$ cat config.mk
export PLATFORM = sky130hd
export DESIGN_NAME = cond_invert_pipe_flat
export DESIGN_NICKNAME = d
export VERILOG_FILES = /design/src/rtl/cond_invert_pipe_if.sv /design/src/rtl/cond_invert_pipe.sv /design/src/flat_wrapper.sv
export SDC_FILE = /design/constraint.sdc
export NUM_CORES = 1
export LEC_CHECK = 0
export ABC_AREA = 1
export ABC_CLOCK_PERIOD_IN_PS = 3500
export BUFFER_PORTS_ARGS = -buffer_cell sky130_fd_sc_hd__clkbuf_2
export CORE_MARGIN = 5
export CORE_UTILIZATION = 55
export CTS_CLUSTER_DIAMETER = 30
export DETAILED_ROUTE_END_ITERATION = 12
export PLACE_DENSITY = 0.83
export SYNTH_ARGS = -nofsm -noshare
export SYNTH_HDL_FRONTEND = slang
export SYNTH_SLANG_ARGS = --single-unit
$ cat constraint.sdc
create_clock -name clk -period 3.5 [get_ports clk]
set_input_delay 0.35 -clock clk [delete_from_list [all_inputs] [get_ports clk]]
set_output_delay 0.35 -clock clk [all_outputs]
set_load 0.005 [all_outputs]
$ cat src/rtl/cond_invert_pipe_if.sv
// cond_invert_pipe_if: bundles the cond_invert_pipe data-path signals.
//   Upstream  : in_valid, in_ready, in_data[WIDTH], in_mode[2]
//   Downstream: out_valid, out_ready, out_data[WIDTH], out_ovf
//   Status    : level[clog2(DEPTH+1)], ovf_count[8]
// The master modport is the environment side. The slave modport is the block side.
interface cond_invert_pipe_if #(
    parameter int unsigned WIDTH = 32,
    parameter int unsigned DEPTH = 2
);
    localparam int unsigned LW = $clog2(DEPTH + 1);

    logic             in_valid;
    logic             in_ready;
    logic [WIDTH-1:0] in_data;
    logic [1:0]       in_mode;
    logic             out_valid;
    logic             out_ready;
    logic [WIDTH-1:0] out_data;
    logic             out_ovf;
    logic [LW-1:0]    level;
    logic [7:0]       ovf_count;

    modport master (
        output in_valid, in_data, in_mode, out_ready,
        input  in_ready, out_valid, out_data, out_ovf, level, ovf_count
    );

    modport slave (
        input  in_valid, in_data, in_mode, out_ready,
        output in_ready, out_valid, out_data, out_ovf, level, ovf_count
    );
endinterface

$ cat src/rtl/cond_invert_pipe.sv
// cond_invert_pipe: applies a per-word operation to each accepted word.
// The operation is pass, invert, negate or absolute value.
// Each result and its overflow flag go into a DEPTH-entry FIFO.
//   clk   : single rising-edge clock
//   rst_n : asynchronous active-low reset
//   bus   : cond_invert_pipe_if.slave, which carries the in/out handshakes and the status outputs
module cond_invert_pipe #(
    parameter int unsigned WIDTH = 32,
    parameter int unsigned DEPTH = 2
) (
    input logic               clk,
    input logic               rst_n,
    cond_invert_pipe_if.slave bus
);
    localparam int unsigned AW = $clog2(DEPTH);
    localparam int unsigned LW = $clog2(DEPTH + 1);
    localparam logic [WIDTH-1:0] MOST_NEG = {1'b1, {(WIDTH-1){1'b0}}};
    localparam logic [WIDTH-1:0] ONE      = {{(WIDTH-1){1'b0}}, 1'b1};

    logic [WIDTH-1:0] mem_q [DEPTH];
    logic [DEPTH-1:0] ovf_mem_q;
    logic [AW-1:0]    wr_ptr_q, rd_ptr_q;
    logic [LW-1:0]    level_q, level_d;
    logic             in_ready_q, in_ready_d;
    logic [7:0]       cnt_q;

    logic [WIDTH-1:0] res;
    logic             res_ovf;
    logic             push, pop, out_valid;

    // Result computation. Negating the most negative value wraps back to the same value.
    // That case is reported as overflow.
    always_comb begin
        res     = bus.in_data;
        res_ovf = 1'b0;
        case (bus.in_mode)
            2'b00: res = bus.in_data;
            2'b01: res = ~bus.in_data;
            2'b10: begin
                res     = ~bus.in_data + ONE;
                res_ovf = (bus.in_data == MOST_NEG);
            end
            default: begin
                res     = bus.in_data[WIDTH-1] ? (~bus.in_data + ONE) : bus.in_data;
                res_ovf = (bus.in_data == MOST_NEG);
            end
        endcase
    end

    assign out_valid = (level_q != '0);
    assign push      = bus.in_valid & in_ready_q;
    assign pop       = out_valid & bus.out_ready;

    // in_ready is registered from the next level.
    // This keeps out_ready out of any combinational path to in_ready.
    // It also holds in_ready low during reset and for the first edge after release.
    always_comb begin
        level_d = level_q;
        case ({push, pop})
            2'b10:   level_d = level_q + LW'(1);
            2'b01:   level_d = level_q - LW'(1);
            default: level_d = level_q;
        endcase
        in_ready_d = (level_d < LW'(DEPTH));
    end

    always_ff @(posedge clk or negedge rst_n) begin
        if (!rst_n) begin
            for (int unsigned i = 0; i < DEPTH; i++) mem_q[i] <= '0;
            ovf_mem_q  <= '0;
            wr_ptr_q   <= '0;
            rd_ptr_q   <= '0;
            level_q    <= '0;
            in_ready_q <= 1'b0;
            cnt_q      <= '0;
        end else begin
            if (push) begin
                mem_q[wr_ptr_q]     <= res;
                ovf_mem_q[wr_ptr_q] <= res_ovf;
                wr_ptr_q            <= wr_ptr_q + AW'(1);
                if (res_ovf && cnt_q != 8'hFF) cnt_q <= cnt_q + 8'd1;
            end
            if (pop) rd_ptr_q <= rd_ptr_q + AW'(1);
            level_q    <= level_d;
            in_ready_q <= in_ready_d;
        end
    end

    assign bus.in_ready  = in_ready_q;
    assign bus.out_valid = out_valid;
    assign bus.out_data  = out_valid ? mem_q[rd_ptr_q] : '0;
    assign bus.out_ovf   = out_valid & ovf_mem_q[rd_ptr_q];
    assign bus.level     = level_q;
    assign bus.ovf_count = cnt_q;
endmodule
$ cat src/flat_wrapper.sv
// flat-port wrapper written by rule: the top's interface ports become plain ports
module cond_invert_pipe_flat 
#(
    parameter int unsigned WIDTH = 32,
    parameter int unsigned DEPTH = 2
)
  (clk, rst_n, bus_in_valid, bus_in_data, bus_in_mode, bus_out_ready, bus_in_ready, bus_out_valid, bus_out_data, bus_out_ovf, bus_level, bus_ovf_count);
  cond_invert_pipe_if #(.WIDTH(WIDTH), .DEPTH(DEPTH)) bus_i ();
  input logic clk;
  input logic rst_n;
  input wire logic [$bits(bus_i.in_valid)-1:0] bus_in_valid;
  input wire logic [$bits(bus_i.in_data)-1:0] bus_in_data;
  input wire logic [$bits(bus_i.in_mode)-1:0] bus_in_mode;
  input wire logic [$bits(bus_i.out_ready)-1:0] bus_out_ready;
  output wire logic [$bits(bus_i.in_ready)-1:0] bus_in_ready;
  output wire logic [$bits(bus_i.out_valid)-1:0] bus_out_valid;
  output wire logic [$bits(bus_i.out_data)-1:0] bus_out_data;
  output wire logic [$bits(bus_i.out_ovf)-1:0] bus_out_ovf;
  output wire logic [$bits(bus_i.level)-1:0] bus_level;
  output wire logic [$bits(bus_i.ovf_count)-1:0] bus_ovf_count;
  assign bus_i.in_valid = bus_in_valid;
  assign bus_i.in_data = bus_in_data;
  assign bus_i.in_mode = bus_in_mode;
  assign bus_i.out_ready = bus_out_ready;
  assign bus_in_ready = bus_i.in_ready;
  assign bus_out_valid = bus_i.out_valid;
  assign bus_out_data = bus_i.out_data;
  assign bus_out_ovf = bus_i.out_ovf;
  assign bus_level = bus_i.level;
  assign bus_ovf_count = bus_i.ovf_count;
  cond_invert_pipe #(.WIDTH(WIDTH), .DEPTH(DEPTH)) u_core (.clk(clk), .rst_n(rst_n), .bus(bus_i));
endmodule
==> flow_metrics.env, run 1 <==
export IMPL_clkPwrFrac=0.185
export IMPL_yosys_warnings=0
export IMPL_combPwrFrac=0.434
export IMPL_crit_required_ns=3.78
export IMPL_grt_first_pass_wirelength_mm=24.4
export IMPL_setup_viol=0
export IMPL_syn_nets=820
export IMPL_period_share=0.664
export IMPL_power_density_nw_per_um2=664
export IMPL_routedWlPerCell_um=15.0
export IMPL_cts_buffer_depth=2
export IMPL_final_cell_mix="276 x nand2_1, 81 x clkbuf_2, 79 x inv_1, 79 x dfrtp_1, 59 x nor2_1"
export IMPL_rows=35
export IMPL_path_class="input pin to flip-flop"
export IMPL_rrSetupSlack_ns=1.47
export IMPL_place_inst=944
export IMPL_cts_root_buf="clkbuf_8"
export IMPL_crit_cells=12
export IMPL_cts_max_level=3
export IMPL_cts_tree="built"
export IMPL_viasPerCell=5.64
export IMPL_max_freq_mhz=430
export IMPL_ir_worst_vdd_v=0.000388
export IMPL_worstSkewPairLatency_ns=0.36
export IMPL_cts_resized=0
export IMPL_timing_rr_end="u_core.mem_q[58]"
export IMPL_reg2reg_from="u_core.bus.in_ready"
export IMPL_status="completed"
export IMPL_p_leak_uw=0.00299
export IMPL_num_vias=5417
export IMPL_critical_path_slowest_cell="o21ai_0"
export IMPL_antenna_found_initial=0
export IMPL_synth_ff_type="dfrtp_1"
export IMPL_grtUsageTotal=0.263
export IMPL_grt_pass1_vias=5194
export IMPL_antennaDiodeCount=0
export IMPL_skew_ns=0.0127
export IMPL_final_hold_viol_count=0
export IMPL_drtAntennaViolNets=0
export IMPL_grt_ovfl_total=0
export IMPL_ys_ff_latch=79
export IMPL_initial_core_util=0.562
export IMPL_route_detailed_drc=0
export IMPL_seq_area_frac_synth=0.382
export IMPL_cp_cell_sequence="clkbuf_2 -> nor2_1 -> nand2_1 -> nor2_1 -> nand3_1 -> nor3_1 -> ha_1 -> a21oi_1 -> a21oi_1 -> o21ai_0 -> nand2_1 -> o21ai_0"
export IMPL_cts_buffers_inserted=9
export IMPL_dieWidth_um=107
export IMPL_critPathTopFamily="simple AND/OR/NAND/NOR gates"
export IMPL_max_cap_viol_count=0
export IMPL_drive_gt1_frac=0.170
export IMPL_layout_commonest_cell="nand2_1"
export IMPL_crit_buf_inv=1
export IMPL_dr_first_iter_drc_count=366
export IMPL_slew_headroom=0.341
export IMPL_synthArstFlopShare=1.00
export IMPL_end_kind="flip-flop"
export IMPL_fin_tns_setup_ns=0
export IMPL_syn_area_per_cell_um2=6.65
export IMPL_worst_pin_slew_ns=0.988
export IMPL_cp_startpoint="bus_in_data[14]"
export IMPL_fin_cells=960
export IMPL_rsz0062_at_grt="false"
export IMPL_place_gp_congestion=1.02
export IMPL_hold_path_class="input pin to asynchronous set/reset pin"
export IMPL_p_seq_frac=0.381
export IMPL_core_area_um2=9200
export IMPL_dieArea_um2=11400
export IMPL_grt_max_degree=80
export IMPL_min_period_ns=2.32
export IMPL_die_height_um=107
export IMPL_io_buffer_count=82
export IMPL_ys_types=33
export IMPL_syn_area_um2=5170
export IMPL_cts_sinks=79
export IMPL_dr_pass1_iters=5
export IMPL_netSwitchingFraction=0.415
export IMPL_drv_slew=0
export IMPL_postCtsSetupBuffers=0
export IMPL_hpwl_mm=10.5
export IMPL_hold_buffers=0
export IMPL_path_clk_slew_ns=0.10
export IMPL_synth_edf_count=0
export IMPL_cp_start_kind="input pin"
export IMPL_slowest_delay_ns=0.45
export IMPL_area_delta_synth_final_pct=12.6
export IMPL_cp_max_fo=6
export IMPL_drt_total_wl_mm=14.4
export IMPL_power_internal_uw=2260
export IMPL_nNetsFinal=886
export IMPL_power_switching_uw=1600
export IMPL_synthCells=778
export IMPL_ios=83
export IMPL_worstSetupEndpoint="u_core.mem_q[31]"
export IMPL_worstRegToRegCells=7
export IMPL_critPathArrivalTime_ns=2.60
## power groups by stage
stage,sequential (uW),clock [uW],combinational (uW)
floorplan,1440,0,1080
global placement,1470,0,1640
detailed placement,1490,0,1690
CTS,1470,725,1700
global route,1520,769,1910
finish,1470,717,1680
## layer usage
layer / share of wire / vias to the layer above / routed length, um / track usage
met5: 0 / - / 0 / 0
met4: 0.032 / 0 / 455 / 0.0968
met3: 0.081 / 50 / 1160 / 0.0458
met2: 0.46 / 254 / 6610 / 0.421
met1: 0.43 / 2505 / 6220 / 0.357
li1: - / 2608 / - / -
## stage by stage
| step | hold WS (ns) | utilization | area (um2) | setup WS [ns] | power (uW) |
|---|---|---|---|---|---|
| floorplan | 0.0544 | - | 5170 | 1.66 | 2520 |
| global placement | 0.458 | 0.611 | 5620 | 0.978 | 3100 |
| detailed placement | 0.464 | 0.611 | 5620 | 0.951 | 3170 |
| CTS | 0.180 | 0.633 | 5820 | 1.22 | 3890 |
| global route | 0.221 | 0.633 | 5820 | 0.985 | 4200 |
| finish | 0.132 | 0.633 | 5820 | 1.18 | 3860 |
## cell usage after synthesis, types with 7 or more instances
| cell | instances | area share |
|---|---|---|
| xor2_1 | 9 | 0.015 |
| nand4_1 | 9 | 0.011 |
| dfrtp_1 | 79 | 0.38 |
| nor2_1 | 61 | 0.044 |
| inv_1 | 79 | 0.057 |
| o21ai_1 | 37 | 0.036 |
| nand2_1 | 276 | 0.20 |
| nand3_1 | 34 | 0.033 |
| nor2_2 | 12 | 0.015 |
| clkbuf_1 | 20 | 0.015 |
| a21oi_1 | 52 | 0.050 |
| inv_2 | 7 | 0.0051 |
| o21ai_0 | 51 | 0.049 |
| buf_2 | 7 | 0.0068 |
## cells by family (layout without fill, tap and decap cells)
kind of cell               count (synthesis)  count (layout)  synth area share
and+or+nand+nor                          414             414             0.342
AOI/OAI and AO/OA                        152             152             0.157
buffers and inverters                    118             189            0.0903
DFF                                       79              79             0.382
xor gates and xnor gates                  11              11            0.0186
adders and majority gates                  4               4           0.00968
## flip-flops by register name, summed over array words and instances (netlist names)
name,count
u_core.ovf_mem_q,2
u_core.wr_ptr_q,1
u_core.rd_ptr_q,1
u_core.bus.in_ready,1
u_core.bus.ovf_count,8
u_core.mem_q,64
u_core.bus.level,2
## final cells by class
| class | instances | area, um2 |
|---|---|---|
| fill | 867 | 3370 |
| multi-input combinational | 581 | 2730 |
| sequential | 79 | 1980 |
| timing repair buffer | 87 | 450 |
| inverter | 86 | 323 |
| tap | 111 | 139 |
| clock buffer | 9 | 124 |
| clock inverter | 7 | 77.6 |
## how the worst min path moves through the flow
stage	endpoint	cells past startpoint	startpoint	slack (ns)
after floorplan	u_core.bus.in_ready	0	rst_n	0.05
after global placement	u_core.ovf_mem_q[0]	2	u_core.ovf_mem_q[0]	0.46
after detailed placement	u_core.mem_q[40]	2	u_core.mem_q[40]	0.46
after CTS	u_core.mem_q[8]	1	rst_n	0.18
after global routing	u_core.mem_q[1]	1	rst_n	0.22
final	u_core.mem_q[1]	1	rst_n	0.13
Power figures use the tool's default switching activity.
==> run 2, diff against run 1 <==
--- a/config.mk
+++ b/config.mk
@@ -6,7 +6,7 @@
 export NUM_CORES = 1
 export LEC_CHECK = 0
 export ABC_AREA = 1
-export ABC_CLOCK_PERIOD_IN_PS = 3500
+export ABC_CLOCK_PERIOD_IN_PS = 2370
 export BUFFER_PORTS_ARGS = -buffer_cell sky130_fd_sc_hd__clkbuf_2
 export CORE_MARGIN = 5
 export CORE_UTILIZATION = 55
==> constraint.sdc (replaced) <==
create_clock -name clk -period 2.37 [get_ports clk]
set_input_delay 0.237 -clock clk [delete_from_list [all_inputs] [get_ports clk]]
set_output_delay 0.237 -clock clk [all_outputs]
set_load 0.005 [all_outputs]
==> flow_metrics.env, run 2 (synthesis results as in run 1) <==
export IMPL_ios=83
export IMPL_drive_gt1_frac=0.179
export IMPL_antenna_found_initial=0
export IMPL_place_ws_ns=0.238
export IMPL_fin_tns_setup_ns=0
export IMPL_cts_root_buf="clkbuf_8"
export IMPL_nNetsFinal=896
export IMPL_critPathArrivalTime_ns=2.03
export IMPL_initial_core_util=0.562
export IMPL_slowest_delay_ns=0.45
export IMPL_cp_cell_sequence="nor2_1 -> buf_4 -> clkinvlp_4 -> o21ai_0 -> a21oi_1 -> clkbuf_2"
export IMPL_rsz0062_at_grt="false"
export IMPL_grt_max_degree=65
export IMPL_cts_sinks=79
export IMPL_worstSkewPairLatency_ns=0.35
export IMPL_routedWlPerCell_um=15.4
export IMPL_io_buffer_count=82
export IMPL_max_cap_viol_count=0
export IMPL_dr_first_iter_drc_count=314
export IMPL_p_leak_uw=0.00302
export IMPL_area_delta_synth_final_pct=14.0
export IMPL_layout_commonest_cell="nand2_1"
export IMPL_critical_path_slowest_cell="dfrtp_1"
export IMPL_num_vias=5319
export IMPL_grt_ovfl_total=0
export IMPL_drv_slew=0
export IMPL_antennaDiodeCount=0
export IMPL_setup_viol=0
export IMPL_cp_start_kind="flip-flop"
export IMPL_fill_cells=880
export IMPL_hold_path_class="input pin to flip-flop"
export IMPL_timing_final_ws_setup_ns=0.104
export IMPL_cts_buffers_inserted=9
export IMPL_final_hold_viol_count=0
export IMPL_total_power_uw=5730
export IMPL_dieWidth_um=107
export IMPL_largest_register_ff_count=64
export IMPL_status="completed"
export IMPL_drtAntennaViolNets=0
export IMPL_crit_required_ns=2.13
export IMPL_dieArea_um2=11400
export IMPL_path_clk_slew_ns=0.09
export IMPL_min_period_ns=2.27
export IMPL_rows=35
export IMPL_slew_headroom=0.555
export IMPL_stdcell_area_um2=5890
export IMPL_drt_total_wl_mm=15.0
export IMPL_power_density_nw_per_um2=972
export IMPL_end_kind="primary output"
export IMPL_path_class="flip-flop to primary output"
export IMPL_hpwl_mm=11.3
export IMPL_viasPerCell=5.48
export IMPL_ir_worst_vdd_v=0.000452
export IMPL_final_cell_mix="276 x nand2_1, 81 x clkbuf_2, 79 x dfrtp_1"
export IMPL_dr_pass1_iters=5
export IMPL_max_freq_mhz=441
export IMPL_cp_max_fo=14
export IMPL_postPlaceCellArea_um2=5700
export IMPL_core_area_um2=9200
export IMPL_die_height_um=107
export IMPL_route_detailed_drc=0
export IMPL_top_register="u_core.mem_q"
export IMPL_grtUsageTotal=0.274
export IMPL_place_gp_congestion=0.929
export IMPL_period_share=0.956
export IMPL_cts_buffer_depth=2
export IMPL_cts_tree="built"
export IMPL_cts_max_level=3
export IMPL_worst_pin_slew_ns=0.667
export IMPL_skew_ns=0.0151
export IMPL_grt_first_pass_wirelength_mm=25.2
export IMPL_grt_pass1_vias=5313
## run 2: cell count changes in the layout (fill, tap and decap cells not counted), sizes merged
cell         change
bufinv           -1
inv              -2
buf              +9
clkinvlp         +2
dlygate4sd3      +1
clkinv           +1
## run 2: where the power goes
group	switching, uW	leakage [uW]	internal, uW
logic	1610	0.00195	987
registers	281	0.000986	1900
clock network	552	0.0000919	394
total	2450	0.00302	3280
## run 2: final timing paths
| kind | start | slack [ns] | to | cells past startpoint |
|---|---|---|---|---|
| worst max-delay path | u_core.bus.level[0] | 0.10 | bus_out_data[31] | 6 |
| worst min-delay path | bus_out_ready | 0.22 | u_core.rd_ptr_q | 4 |
| worst max register to register | u_core.bus.level[0] | 0.66 | u_core.bus.in_ready | 7 |
| worst min register to register | u_core.mem_q[40] | 0.49 | u_core.mem_q[40] | 2 |
| max in group asynchronous | rst_n | 1.48 | u_core.mem_q[29] | 3 |
| min in group asynchronous | rst_n | 0.28 | u_core.mem_q[48] | 2 |
## run 2: cell type report
class / instances / area (um2) / share of cell area
clock buffer: 9 / 124 / 0.0210
multi-input combinational: 581 / 2730 / 0.463
timing repair buffer: 97 / 541 / 0.0917
tap: 111 / 139 / 0.0236
inverter: 86 / 327 / 0.0554
clock inverter: 7 / 55.1 / 0.00934
sequential: 79 / 1980 / 0.335
## run 2: per-stage QoR
step	util	std cells	hold WS (ns)
floorplan	-	778	-0.0586
global placement	0.620	953	0.114
detailed placement	0.620	953	0.119
CTS	0.640	970	0.219
global route	0.641	970	0.243
finish	0.641	970	0.222
## run 2: timing repair
| action | 4_1_cts | 5_1_grt |
|---|---|---|
| buffers inserted | 0 | 0 |
| setup endpoints to repair | 0 | 9 |
| hold buffers | 1 | 0 |
| gates resized for setup | 0 | 1 |
| endpoints found under the hold margin | 15 | 0 |
## run 2: metal layers
metal / global-route usage / routed length, um / vias to the layer above
li1: - / - / 2625
met1: 0.370 / 6660 / 2485
met2: 0.449 / 7040 / 182
met3: 0.0476 / 954 / 27
met4: 0.0895 / 298 / 0
met5: 0 / 0 / -
## run 2: critical path: cells and delay by family (launching register included)
kind | cells | cell delay, ns
AND/OR/NAND/NOR | 1 | 0.21
buffers and inverters | 3 | 0.74
AO/OA/AOI/OAI | 2 | 0.28
flip-flops | 1 | 0.45
==> run 3, diff against run 2 <==
--- a/config.mk
+++ b/config.mk
@@ -8,11 +8,11 @@
 export ABC_AREA = 1
 export ABC_CLOCK_PERIOD_IN_PS = 2370
 export BUFFER_PORTS_ARGS = -buffer_cell sky130_fd_sc_hd__clkbuf_2
-export CORE_MARGIN = 5
 export CORE_UTILIZATION = 55
 export CTS_CLUSTER_DIAMETER = 30
 export DETAILED_ROUTE_END_ITERATION = 12
 export PLACE_DENSITY = 0.83
+export SLEW_MARGIN = 15
 export SYNTH_ARGS = -nofsm -noshare
 export SYNTH_HDL_FRONTEND = slang
 export SYNTH_SLANG_ARGS = --single-unit
==> flow_metrics.env, run 3 (synthesis results as in run 1) <==
export IMPL_status="completed"
export IMPL_top_register="u_core.mem_q"
export IMPL_final_hold_viol_count=0
export IMPL_final_cell_mix="276 x nand2_1, 81 x clkbuf_2, 79 x dfrtp_1"
export IMPL_grt_first_pass_wirelength_mm=25.1
export IMPL_hold_path_class="input pin to flip-flop"
export IMPL_layout_commonest_cell="nand2_1"
export IMPL_cts_max_level=3
export IMPL_dr_pass1_iters=6
export IMPL_cts_buffers_inserted=9
export IMPL_grt_max_degree=47
export IMPL_postPlaceCellArea_um2=5700
export IMPL_max_freq_mhz=449
export IMPL_drtAntennaViolNets=0
export IMPL_cp_cell_sequence="nor2_1 -> clkinvlp_4 -> buf_4 -> o21ai_0 -> a21oi_1 -> clkbuf_2"
export IMPL_dieWidth_um=99.0
export IMPL_viasPerCell=5.54
export IMPL_cts_root_buf="clkbuf_8"
export IMPL_skew_ns=0.0169
export IMPL_dieArea_um2=9790
export IMPL_crit_buf_inv=3
export IMPL_worstRegToRegCells=7
export IMPL_fill_cells=846
export IMPL_cts_tree="built"
export IMPL_critical_path_slowest_cell="dfrtp_1"
export IMPL_io_buffer_count=82
export IMPL_rows=35
export IMPL_drv_slew=0
export IMPL_ir_worst_vdd_v=0.000519
export IMPL_end_kind="primary output"
export IMPL_multi_input_area_um2=2730
export IMPL_grt_pass1_vias=5049
export IMPL_rsz0062_at_grt="false"
export IMPL_period_share=0.939
export IMPL_timing_final_ws_setup_ns=0.145
export IMPL_num_vias=5388
export IMPL_hpwl_mm=11.3
export IMPL_routedWlPerCell_um=15.9
export IMPL_slowest_delay_ns=0.45
export IMPL_dr_first_iter_drc_count=387
export IMPL_antenna_found_initial=0
export IMPL_die_height_um=99.0
export IMPL_setup_viol=0
export IMPL_core_area_um2=9150
export IMPL_place_ws_ns=0.296
export IMPL_max_cap_viol_count=0
export IMPL_cts_sinks=79
export IMPL_slew_headroom=0.557
export IMPL_area_delta_synth_final_pct=14.8
export IMPL_ios=83
export IMPL_worst_pin_slew_ns=0.664
export IMPL_hold_path_depth=4
export IMPL_antennaDiodeCount=0
export IMPL_critPathArrivalTime_ns=1.99
export IMPL_worstSkewPairLatency_ns=0.37
export IMPL_drt_total_wl_mm=15.4
export IMPL_cp_max_fo=14
export IMPL_place_gp_congestion=0.937
export IMPL_power_density_nw_per_um2=995
export IMPL_min_period_ns=2.23
export IMPL_path_class="flip-flop to primary output"
export IMPL_initial_core_util=0.565
export IMPL_crit_required_ns=2.13
export IMPL_grtUsageTotal=0.332
export IMPL_critPathTopFamily="buffers and inverters"
export IMPL_p_leak_uw=0.00304
export IMPL_crit_cells=6
export IMPL_stdcell_area_um2=5930
export IMPL_largest_register_ff_count=64
export IMPL_cp_start_kind="flip-flop"
export IMPL_cts_buffer_depth=2
export IMPL_path_clk_slew_ns=0.10
export IMPL_fin_cells=973
export IMPL_grt_ovfl_total=0
export IMPL_route_detailed_drc=0
export IMPL_nNetsFinal=899
export IMPL_drive_gt1_frac=0.182
export IMPL_place_inst=955
export IMPL_seq_area_um2=1980
## run 3: cell types whose count changed in the layout (fill, tap and decap cells not counted)
cell,change
buf_4,+4
clkinv_2,-2
buf_12,-1
bufinv_16,+1
clkinv_4,-1
clkinvlp_4,+1
inv_8,+1
## run 3: power breakdown
| part | internal (uW) | total, uW | switching, uW |
|---|---|---|---|
| clock network | 508 | 1070 | 564 |
| registers | 1900 | 2190 | 285 |
| logic | 989 | 2650 | 1660 |
| total | 3400 | 5900 | 2510 |
## run 3: layout make-up
type | instances | area share
flip-flops and latches | 79 | 0.333
multi-input cells | 581 | 0.460
inverters | 86 | 0.0550
clock buffers | 9 | 0.0209
repair buffers | 100 | 0.0928
clock inverters | 7 | 0.0143
well taps | 111 | 0.0234
## run 3: what timing repair did
item	in CTS	in global routing
pin swaps	0	0
setup buffers	0	1
endpoints found under the setup margin	1	3
hold buffers	1	0
resized for setup	0	1
endpoints found under the hold margin	44	0
## run 3: path summary, 6_finish.rpt
path / slack, ns / to / startpoint
setup / recovery: 0.14 / bus_out_data[21] / u_core.bus.level[0]
setup reg to reg: 0.41 / u_core.bus.in_ready / u_core.bus.level[0]
hold reg to reg: 0.48 / u_core.mem_q[47] / u_core.mem_q[47]
hold / removal: 0.20 / u_core.rd_ptr_q / bus_out_ready
min in group asynchronous: 0.40 / u_core.mem_q[1] / rst_n
max in group asynchronous: 1.26 / u_core.mem_q[20] / rst_n
## run 3: stage by stage
stage	util	power, uW	setup TNS, ns	hold WS, ns
2_1_floorplan	-	3720	0	-0.0586
3_3_place_gp	0.623	4690	0	0.263
3_5_place_dp	0.623	4800	0	0.274
4_1_cts	0.647	5900	-0.0119	0.195
5_1_grt	0.648	6340	0	0.221
6_report	0.648	5900	0	0.201
## run 3: metal layers
| metal | routed length [um] | part of all wire | track usage | up-vias |
|---|---|---|---|---|
| met5 | 0 | 0 | 0 | - |
| met4 | 261 | 0.017 | 0.0838 | 0 |
| met3 | 1020 | 0.066 | 0.0667 | 21 |
| met2 | 7200 | 0.47 | 0.541 | 182 |
| met1 | 6950 | 0.45 | 0.453 | 2555 |
| li1 | - | - | - | 2630 |
## run 3: worst register-to-register path, delay by kind of cell, from the launching register on
kind	cells	cell delay, ns
AND/OR/NAND/NOR	2	0.51
flip-flops	1	0.45
adder cells (fa/ha/maj)	1	0.36
buffers and inverters	1	0.06
XOR/XNOR	1	0.20
AO/OA/AOI/OAI	2	0.28
